### src/rtl/wb_writeback_stage_pkg.sv
// wb_writeback_stage_pkg: shared write-back source codes, load funct3 codes and register index width
package wb_writeback_stage_pkg;
  localparam int REG_IDX_W = 5;
  typedef enum logic [1:0] {
    WB_SEL_ALU  = 2'b00,
    WB_SEL_LOAD = 2'b01,
    WB_SEL_PC4  = 2'b10,
    WB_SEL_RSV  = 2'b11
  } wb_sel_e;
  localparam logic [2:0] F3_LB  = 3'b000;
  localparam logic [2:0] F3_LH  = 3'b001;
  localparam logic [2:0] F3_LW  = 3'b010;
  localparam logic [2:0] F3_LBU = 3'b100;
  localparam logic [2:0] F3_LHU = 3'b101;
endpackage

### src/rtl/wb_writeback_stage_if.sv
// wb_writeback_stage_if: MEM-stage fields, register file write port and decode bypass signals
interface wb_writeback_stage_if #(parameter int width = 32);
  import wb_writeback_stage_pkg::*;
  logic                 valid_in;
  logic                 regwrite_in;
  logic [REG_IDX_W-1:0] rd_in;
  logic [1:0]           wb_sel;
  logic [2:0]           funct3;
  logic [1:0]           addr_lo;
  logic [width-1:0]     alu_result;
  logic [width-1:0]     mem_rdata;
  logic [width-1:0]     pc_plus4;
  logic [REG_IDX_W-1:0] Read1;
  logic [REG_IDX_W-1:0] Read2;
  logic [width-1:0]     RFData1;
  logic [width-1:0]     RFData2;
  logic                 Regwrite;
  logic [REG_IDX_W-1:0] WriteReg;
  logic [width-1:0]     Writedata;
  logic [width-1:0]     Data1;
  logic [width-1:0]     Data2;
  modport master (
    output valid_in, regwrite_in, rd_in, wb_sel, funct3, addr_lo, alu_result, mem_rdata, pc_plus4,
    output Read1, Read2, RFData1, RFData2,
    input  Regwrite, WriteReg, Writedata, Data1, Data2
  );
  modport slave (
    input  valid_in, regwrite_in, rd_in, wb_sel, funct3, addr_lo, alu_result, mem_rdata, pc_plus4,
    input  Read1, Read2, RFData1, RFData2,
    output Regwrite, WriteReg, Writedata, Data1, Data2
  );
endinterface

### src/rtl/wb_writeback_stage_load_align.sv
// wb_load_align: shifts the raw memory word by the byte offset and sign/zero-extends per load size
module wb_load_align
  import wb_writeback_stage_pkg::*;
#(
  parameter int width = 32
) (
  input  logic [width-1:0] mem_rdata,
  input  logic [1:0]       addr_lo,
  input  logic [2:0]       funct3,
  output logic [width-1:0] aligned
);
  logic [width-1:0] bsh, hsh;
  assign bsh = mem_rdata >> {addr_lo, 3'b000};
  assign hsh = mem_rdata >> {addr_lo[1], 4'b0000};
  // undefined funct3 codes fall through to the full word
  always_comb
    aligned = funct3 == F3_LB  ? {{(width-8){bsh[7]}}, bsh[7:0]} :
              funct3 == F3_LH  ? {{(width-16){hsh[15]}}, hsh[15:0]} :
              funct3 == F3_LBU ? {{(width-8){1'b0}}, bsh[7:0]} :
              funct3 == F3_LHU ? {{(width-16){1'b0}}, hsh[15:0]} :
              mem_rdata;
endmodule

### src/rtl/wb_writeback_stage.sv
// wb_writeback_stage: MEM/WB register, write-back mux, x0 suppression, decode bypass and retire counter
module wb_writeback_stage
  import wb_writeback_stage_pkg::*;
#(
  parameter int width = 32,
  parameter int CNT_W = 64
) (
  input  logic                 clk,
  input  logic                 rst,
  input  logic                 stall,
  input  logic                 flush,
  wb_writeback_stage_if.slave  bus,
  output logic [CNT_W-1:0]     instret
);
  logic                 valid_q, regwrite_q;
  logic [REG_IDX_W-1:0] rd_q;
  wb_sel_e              wb_sel_q;
  logic [2:0]           funct3_q;
  logic [1:0]           addr_lo_q;
  logic [width-1:0]     alu_q, mem_q, pc4_q, load_data;
  always_ff @(posedge clk or posedge rst)
    if (rst) begin
      valid_q    <= 1'b0;
      regwrite_q <= 1'b0;
      rd_q       <= '0;
      wb_sel_q   <= WB_SEL_ALU;
      funct3_q   <= '0;
      addr_lo_q  <= '0;
      alu_q      <= '0;
      mem_q      <= '0;
      pc4_q      <= '0;
    end else if (!stall) begin
      valid_q    <= bus.valid_in & ~flush;
      regwrite_q <= bus.regwrite_in;
      rd_q       <= bus.rd_in;
      wb_sel_q   <= wb_sel_e'(bus.wb_sel);
      funct3_q   <= bus.funct3;
      addr_lo_q  <= bus.addr_lo;
      alu_q      <= bus.alu_result;
      mem_q      <= bus.mem_rdata;
      pc4_q      <= bus.pc_plus4;
    end
  // the retiring instruction leaves the stage on every non-stalled edge
  always_ff @(posedge clk or posedge rst)
    if (rst) instret <= '0;
    else if (valid_q && !stall) instret <= instret + CNT_W'(1);
  wb_load_align #(.width(width)) u_align (
    .mem_rdata (mem_q),
    .addr_lo   (addr_lo_q),
    .funct3    (funct3_q),
    .aligned   (load_data)
  );
  assign bus.Regwrite  = valid_q & regwrite_q & (rd_q != '0);
  assign bus.WriteReg  = rd_q;
  assign bus.Writedata = wb_sel_q == WB_SEL_LOAD ? load_data :
                         wb_sel_q == WB_SEL_PC4  ? pc4_q : alu_q;
  assign bus.Data1 = bus.Read1 == '0 ? '0 :
                     (bus.Regwrite && bus.WriteReg == bus.Read1) ? bus.Writedata : bus.RFData1;
  assign bus.Data2 = bus.Read2 == '0 ? '0 :
                     (bus.Regwrite && bus.WriteReg == bus.Read2) ? bus.Writedata : bus.RFData2;
endmodule

### src/flat_wrapper.sv
// flat-port wrapper written by rule: the top's interface ports become plain ports
module wb_writeback_stage_flat import wb_writeback_stage_pkg::*;
#(
  parameter int width = 32,
  parameter int CNT_W = 64
)
  (clk, rst, stall, flush, instret, bus_valid_in, bus_regwrite_in, bus_rd_in, bus_wb_sel, bus_funct3, bus_addr_lo, bus_alu_result, bus_mem_rdata, bus_pc_plus4, bus_Read1, bus_Read2, bus_RFData1, bus_RFData2, bus_Regwrite, bus_WriteReg, bus_Writedata, bus_Data1, bus_Data2);
  wb_writeback_stage_if #(.width(width)) bus_i ();
  input  logic clk;
  input  logic rst;
  input  logic stall;
  input  logic flush;
  output logic [CNT_W-1:0] instret;
  input wire logic [$bits(bus_i.valid_in)-1:0] bus_valid_in;
  input wire logic [$bits(bus_i.regwrite_in)-1:0] bus_regwrite_in;
  input wire logic [$bits(bus_i.rd_in)-1:0] bus_rd_in;
  input wire logic [$bits(bus_i.wb_sel)-1:0] bus_wb_sel;
  input wire logic [$bits(bus_i.funct3)-1:0] bus_funct3;
  input wire logic [$bits(bus_i.addr_lo)-1:0] bus_addr_lo;
  input wire logic [$bits(bus_i.alu_result)-1:0] bus_alu_result;
  input wire logic [$bits(bus_i.mem_rdata)-1:0] bus_mem_rdata;
  input wire logic [$bits(bus_i.pc_plus4)-1:0] bus_pc_plus4;
  input wire logic [$bits(bus_i.Read1)-1:0] bus_Read1;
  input wire logic [$bits(bus_i.Read2)-1:0] bus_Read2;
  input wire logic [$bits(bus_i.RFData1)-1:0] bus_RFData1;
  input wire logic [$bits(bus_i.RFData2)-1:0] bus_RFData2;
  output wire logic [$bits(bus_i.Regwrite)-1:0] bus_Regwrite;
  output wire logic [$bits(bus_i.WriteReg)-1:0] bus_WriteReg;
  output wire logic [$bits(bus_i.Writedata)-1:0] bus_Writedata;
  output wire logic [$bits(bus_i.Data1)-1:0] bus_Data1;
  output wire logic [$bits(bus_i.Data2)-1:0] bus_Data2;
  assign bus_i.valid_in = bus_valid_in;
  assign bus_i.regwrite_in = bus_regwrite_in;
  assign bus_i.rd_in = bus_rd_in;
  assign bus_i.wb_sel = bus_wb_sel;
  assign bus_i.funct3 = bus_funct3;
  assign bus_i.addr_lo = bus_addr_lo;
  assign bus_i.alu_result = bus_alu_result;
  assign bus_i.mem_rdata = bus_mem_rdata;
  assign bus_i.pc_plus4 = bus_pc_plus4;
  assign bus_i.Read1 = bus_Read1;
  assign bus_i.Read2 = bus_Read2;
  assign bus_i.RFData1 = bus_RFData1;
  assign bus_i.RFData2 = bus_RFData2;
  assign bus_Regwrite = bus_i.Regwrite;
  assign bus_WriteReg = bus_i.WriteReg;
  assign bus_Writedata = bus_i.Writedata;
  assign bus_Data1 = bus_i.Data1;
  assign bus_Data2 = bus_i.Data2;
  wb_writeback_stage #(.width(width), .CNT_W(CNT_W)) u_core (.clk(clk), .rst(rst), .stall(stall), .flush(flush), .bus(bus_i), .instret(instret));
endmodule
### config.mk
export PLATFORM = sky130hd
export DESIGN_NAME = wb_writeback_stage_flat
export DESIGN_NICKNAME = d
export VERILOG_FILES = /design/src/rtl/wb_writeback_stage_pkg.sv /design/src/rtl/wb_writeback_stage_if.sv /design/src/rtl/wb_writeback_stage_load_align.sv /design/src/rtl/wb_writeback_stage.sv /design/src/flat_wrapper.sv
export SDC_FILE = /design/constraint.sdc
export NUM_CORES = 1
export LEC_CHECK = 0
export CORE_ASPECT_RATIO = 0.75
export CORE_MARGIN = 1.5
export CORE_UTILIZATION = 49
export DETAILED_ROUTE_END_ITERATION = 10
export PLACE_DENSITY = 0.9
export SLEW_MARGIN = 0
export SYNTH_ARGS = -nofsm -noshare
export SYNTH_HDL_FRONTEND = slang
export SYNTH_SLANG_ARGS = --single-unit
### constraint.sdc
create_clock -name clk -period 14.87 [get_ports clk]
set_input_delay 1.487 -clock clk [delete_from_list [all_inputs] [get_ports clk]]
set_output_delay 1.487 -clock clk [all_outputs]
set_load 0.05 [all_outputs]
==> results.py <==
metrics = {
    "clock_network": {
        "post-cts-setup-buffers": 0,
        "cts_tree": "done",
        "path_clk_slew_ps": 90,
        "cts_buffers": 17,
        "cts.repair.resized": 0,
        "clk_latency_ps": 450,
        "cts-root-buf": "clkbuf_16",
        "htreeDepth": 4,
        "clockBufferDepth": 2,
        "hold_buffers": 0,
        "cts.sinks": 174,
    },
    "setup_path": {
        "crit_fanout": 18,
        "critPathArrivalTime_ps": 4520,
        "crit_path_end_kind": "output port",
        "path_common_cell": "a21oi_1",
        "cp_cell_sequence": "mux4_2 -> o41ai_4 -> a21oi_1 -> a221oi_1 -> a21oi_1 -> clkdlybuf4s50_1",
        "start_kind": "register",
        "critical_path_class": "reg -> out",
        "cp.required_ps": 13380,
        "cpPeakStageDelay_ps": 800,
        "cp_slowest_cell": "clkdlybuf4s50_1",
    },
    "synthesis": {
        "synth_top_cell_area_share_pct": 45.3,
        "synth_fp_nets": 1157,
        "synth_cell_types": 51,
        "synth_top_family_by_area": "multiplexers",
        "synth-simple-area-share_pct": 14.4,
        "yosysTopAreaCell": "dfrtp_1",
        "synthXorXnorAreaFrac_pct": 6.75,
        "synth_mux_area_share_pct": 17.6,
        "synth_compound_area_share_pct": 11.6,
        "ys_seq_area_share_pct": 45.3,
        "yosysWarnings": 0,
        "synth-edff-count": 0,
        "synth_ff_type": "dfrtp_1",
        "synth_seq_cells": 174,
        "synthTopCellsByArea": "dfrtp_1 45%, mux2_2 14%, nand2_1 3.9%",
        "avgSynthCellArea_sq_um": 9.93,
        "syn_inst": 968,
        "async_flop_share_pct": 100,
        "syn_area_sq_um": 9610,
        "synth_fa_ha_area_share_pct": 0.130,
    },
    "grt": {
        "grt_pass1_wl_um": 51000,
        "grt_usage_pct": 32.8,
        "grt_remaining_overflow": 0,
        "grt_start_max_net_pins": 102,
        "grt_pass1_vias": 8831,
        "grt_antenna_before_repair": 5,
    },
    "drt": {
        "firstDrtPassIters": 5,
        "route.vias.total": 9079,
        "routedWlPerCell_um": 21.4,
        "routed_wl_um": 33300,
        "remaining_drc_errors": 0,
        "viasPerCell": 5.82,
        "drt_iter0_drc": 848,
        "ant_nets": 0,
    },
    "die": {
        "die_y_um": 124,
        "rows": 44,
        "initial_utilization_pct": 49.9,
        "dieArea_sq_um": 20500,
        "io_pins": 354,
        "die_w_um": 165,
        "core_area_sq_um": 19300,
    },
    "timing": {
        "hold_slack_ps": 500,
        "hold_viol_final": 0,
        "period_minus_slack_ps": 6010,
        "rsz0062_at_grt": "false",
        "final-max-slew-violation-count": 0,
        "max_freq_mhz": 166,
        "finalSetupTns_ps": 0,
        "finalCritPeriodShare_pct": 40.4,
        "skew_ps": 15.9,
        "maxSlewHeadroom_pct": 21.1,
        "setup_violations": 0,
        "tightest_slew_ps": 1180,
    },
    "flow_run": {
        "cap_violations": 0,
    },
    "final_layout": {
        "multiInputGateArea_sq_um": 4860,
        "nFillCells": 1389,
        "finalCoreUtilization_pct": 72.1,
        "drive_above_1_share_pct": 14.3,
        "area_growth_pct": 44.5,
        "nets": 1478,
        "register_area_sq_um": 4360,
    },
    "power": {
        "leakage_uw": 0.00583,
        "peakVddDrop_v": 0.000115,
        "p_per_area_nw_per_um2": 105,
        "power.total_uw": 1450,
    },
    "run_status": {
        "status": "finished clean",
    },
    "min_path": {
        "hold_class": "reg -> reg",
    },
    "placed_design": {
        "port_buffers": 353,
        "gp_congestion": 0.941,
        "dp_hpwl_um": 24300,
    },
}
-- final timing paths --
| path | slack [ps] | from | cells past startpoint | endpoint |
|---|---|---|---|---|
| hold reg to reg | 500 | u_core.instret[63] | 1 | u_core.instret[63] |
| setup / recovery | 8860 | u_core.addr_lo_q[1] | 6 | bus_Data1[30] |
| max in group asynchronous | 11690 | rst | 3 | u_core.wb_sel_q[1] |
| hold / removal | 500 | u_core.instret[63] | 1 | u_core.instret[63] |
| setup reg to reg | 12360 | u_core.instret[20] | 5 | u_core.instret[38] |
| min in group asynchronous | 1610 | rst | 2 | u_core.instret[7] |
-- worst max-delay path: cells and delay by family (launching register included) --
family	cells	cell delay [ps]
muxes	1	450
buffers and inverters	1	800
DFF	1	790
AOI/OAI and AO/OA	4	2040
-- flip-flops by register name, summed over array words and instances, names as in the netlist, 2 cells and up --
name,flops
u_core.addr_lo_q,2
u_core.alu_q,32
u_core.bus.WriteReg,5
u_core.funct3_q,3
u_core.instret,64
u_core.mem_q,32
u_core.pc4_q,32
u_core.wb_sel_q,2
-- cell families (layout without fill, tap and decap cells) --
kind of cell             Yosys count  after routing
AO/OA/AOI/OAI                    181            181
XOR/XNOR                          74             74
adder cells (fa/ha/maj)            1              1
buffers and inverters             99            433
flip-flops                       174            174
multiplexers                     152            152
other                              0              6
AND/OR/NAND/NOR                  287            287
-- per-layer routing --
metal / wire length, um / up-vias / part of all wire, % / track usage [%]
li1: - / 4070 / - / -
met1: 13200 / 4471 / 39 / 41.5
met2: 16100 / 462 / 48 / 52.9
met3: 2860 / 76 / 8.6 / 8.56
met4: 1220 / 0 / 3.6 / 14.4
met5: 0 / - / 0 / 0
-- cell usage in the layout (no fill, tap or decap), types with 3 or more instances in the layout --
cell             instances
nor2b_1                  9
a31oi_1                  8
nor2_1                  50
inv_1                   40
inv_6                    3
mux2i_1                 28
nand4_1                 20
and4_1                   5
clkbuf_16               17
a211o_1                  5
o221ai_1                 4
nand2_1                 99
a211oi_1                 8
xor2_1                  42
a211oi_2                 9
mux2_2                 123
nand2b_1                 7
o22ai_1                  9
xnor2_1                 32
o21ai_0                 66
dfrtp_1                173
clkdlybuf4s50_1        352
and2_1                   4
diode_2                  6
nand3_1                 36
nor3_1                  30
buf_4                    8
a21oi_1                 59
nor4_1                  11
inv_8                    5
-- area by class of cell --
cell class	count	share of cell area, %
clock inverter	15	1.25
tap	253	2.28
inverter	41	1.14
antenna	6	0.108
clock buffer	17	3.06
sequential	174	31.4
multi-input combinational	695	35.0
timing repair buffer	360	25.8
-- cells in the mapped netlist (all sizes together) (2+ instances only) --
| library cell | count |
|---|---|
| dfrtp | 174 |
| mux2 | 123 |
| nand2 | 99 |
| o21ai | 66 |
| a21oi | 59 |
| nor2 | 50 |
| xor2 | 42 |
| inv | 41 |
| clkbuf | 38 |
| nand3 | 38 |
| xnor2 | 32 |
| nor3 | 31 |
| mux2i | 28 |
| buf | 20 |
| nand4 | 20 |
| a211oi | 17 |
| nor4 | 13 |
| nor2b | 9 |
| o22ai | 9 |
| a31oi | 8 |
| nand2b | 7 |
| a211o | 5 |
| and4 | 5 |
| and2 | 4 |
| o221ai | 4 |
| a221oi | 2 |
| a22oi | 2 |
| a2bb2oi | 2 |
| a31o | 2 |
| and3 | 2 |
| or2 | 2 |
-- power by group --
| group | total, uW | internal, uW | switching [uW] |
|---|---|---|---|
| registers | 545 | 508 | 36.6 |
| clock network | 457 | 240 | 217 |
| logic | 450 | 179 | 271 |
-- through the flow --
step           area, sq um  setup slack (ps)  instances
6_report             13900              8860       1561
5_1_grt              13900              8710       1560
4_1_cts              13900              9080       1555
3_5_place_dp         13300              9250       1523
3_3_place_gp         13300              9330       1523
2_1_floorplan         9610              8670        968
(Power assumes the default switching activity.)
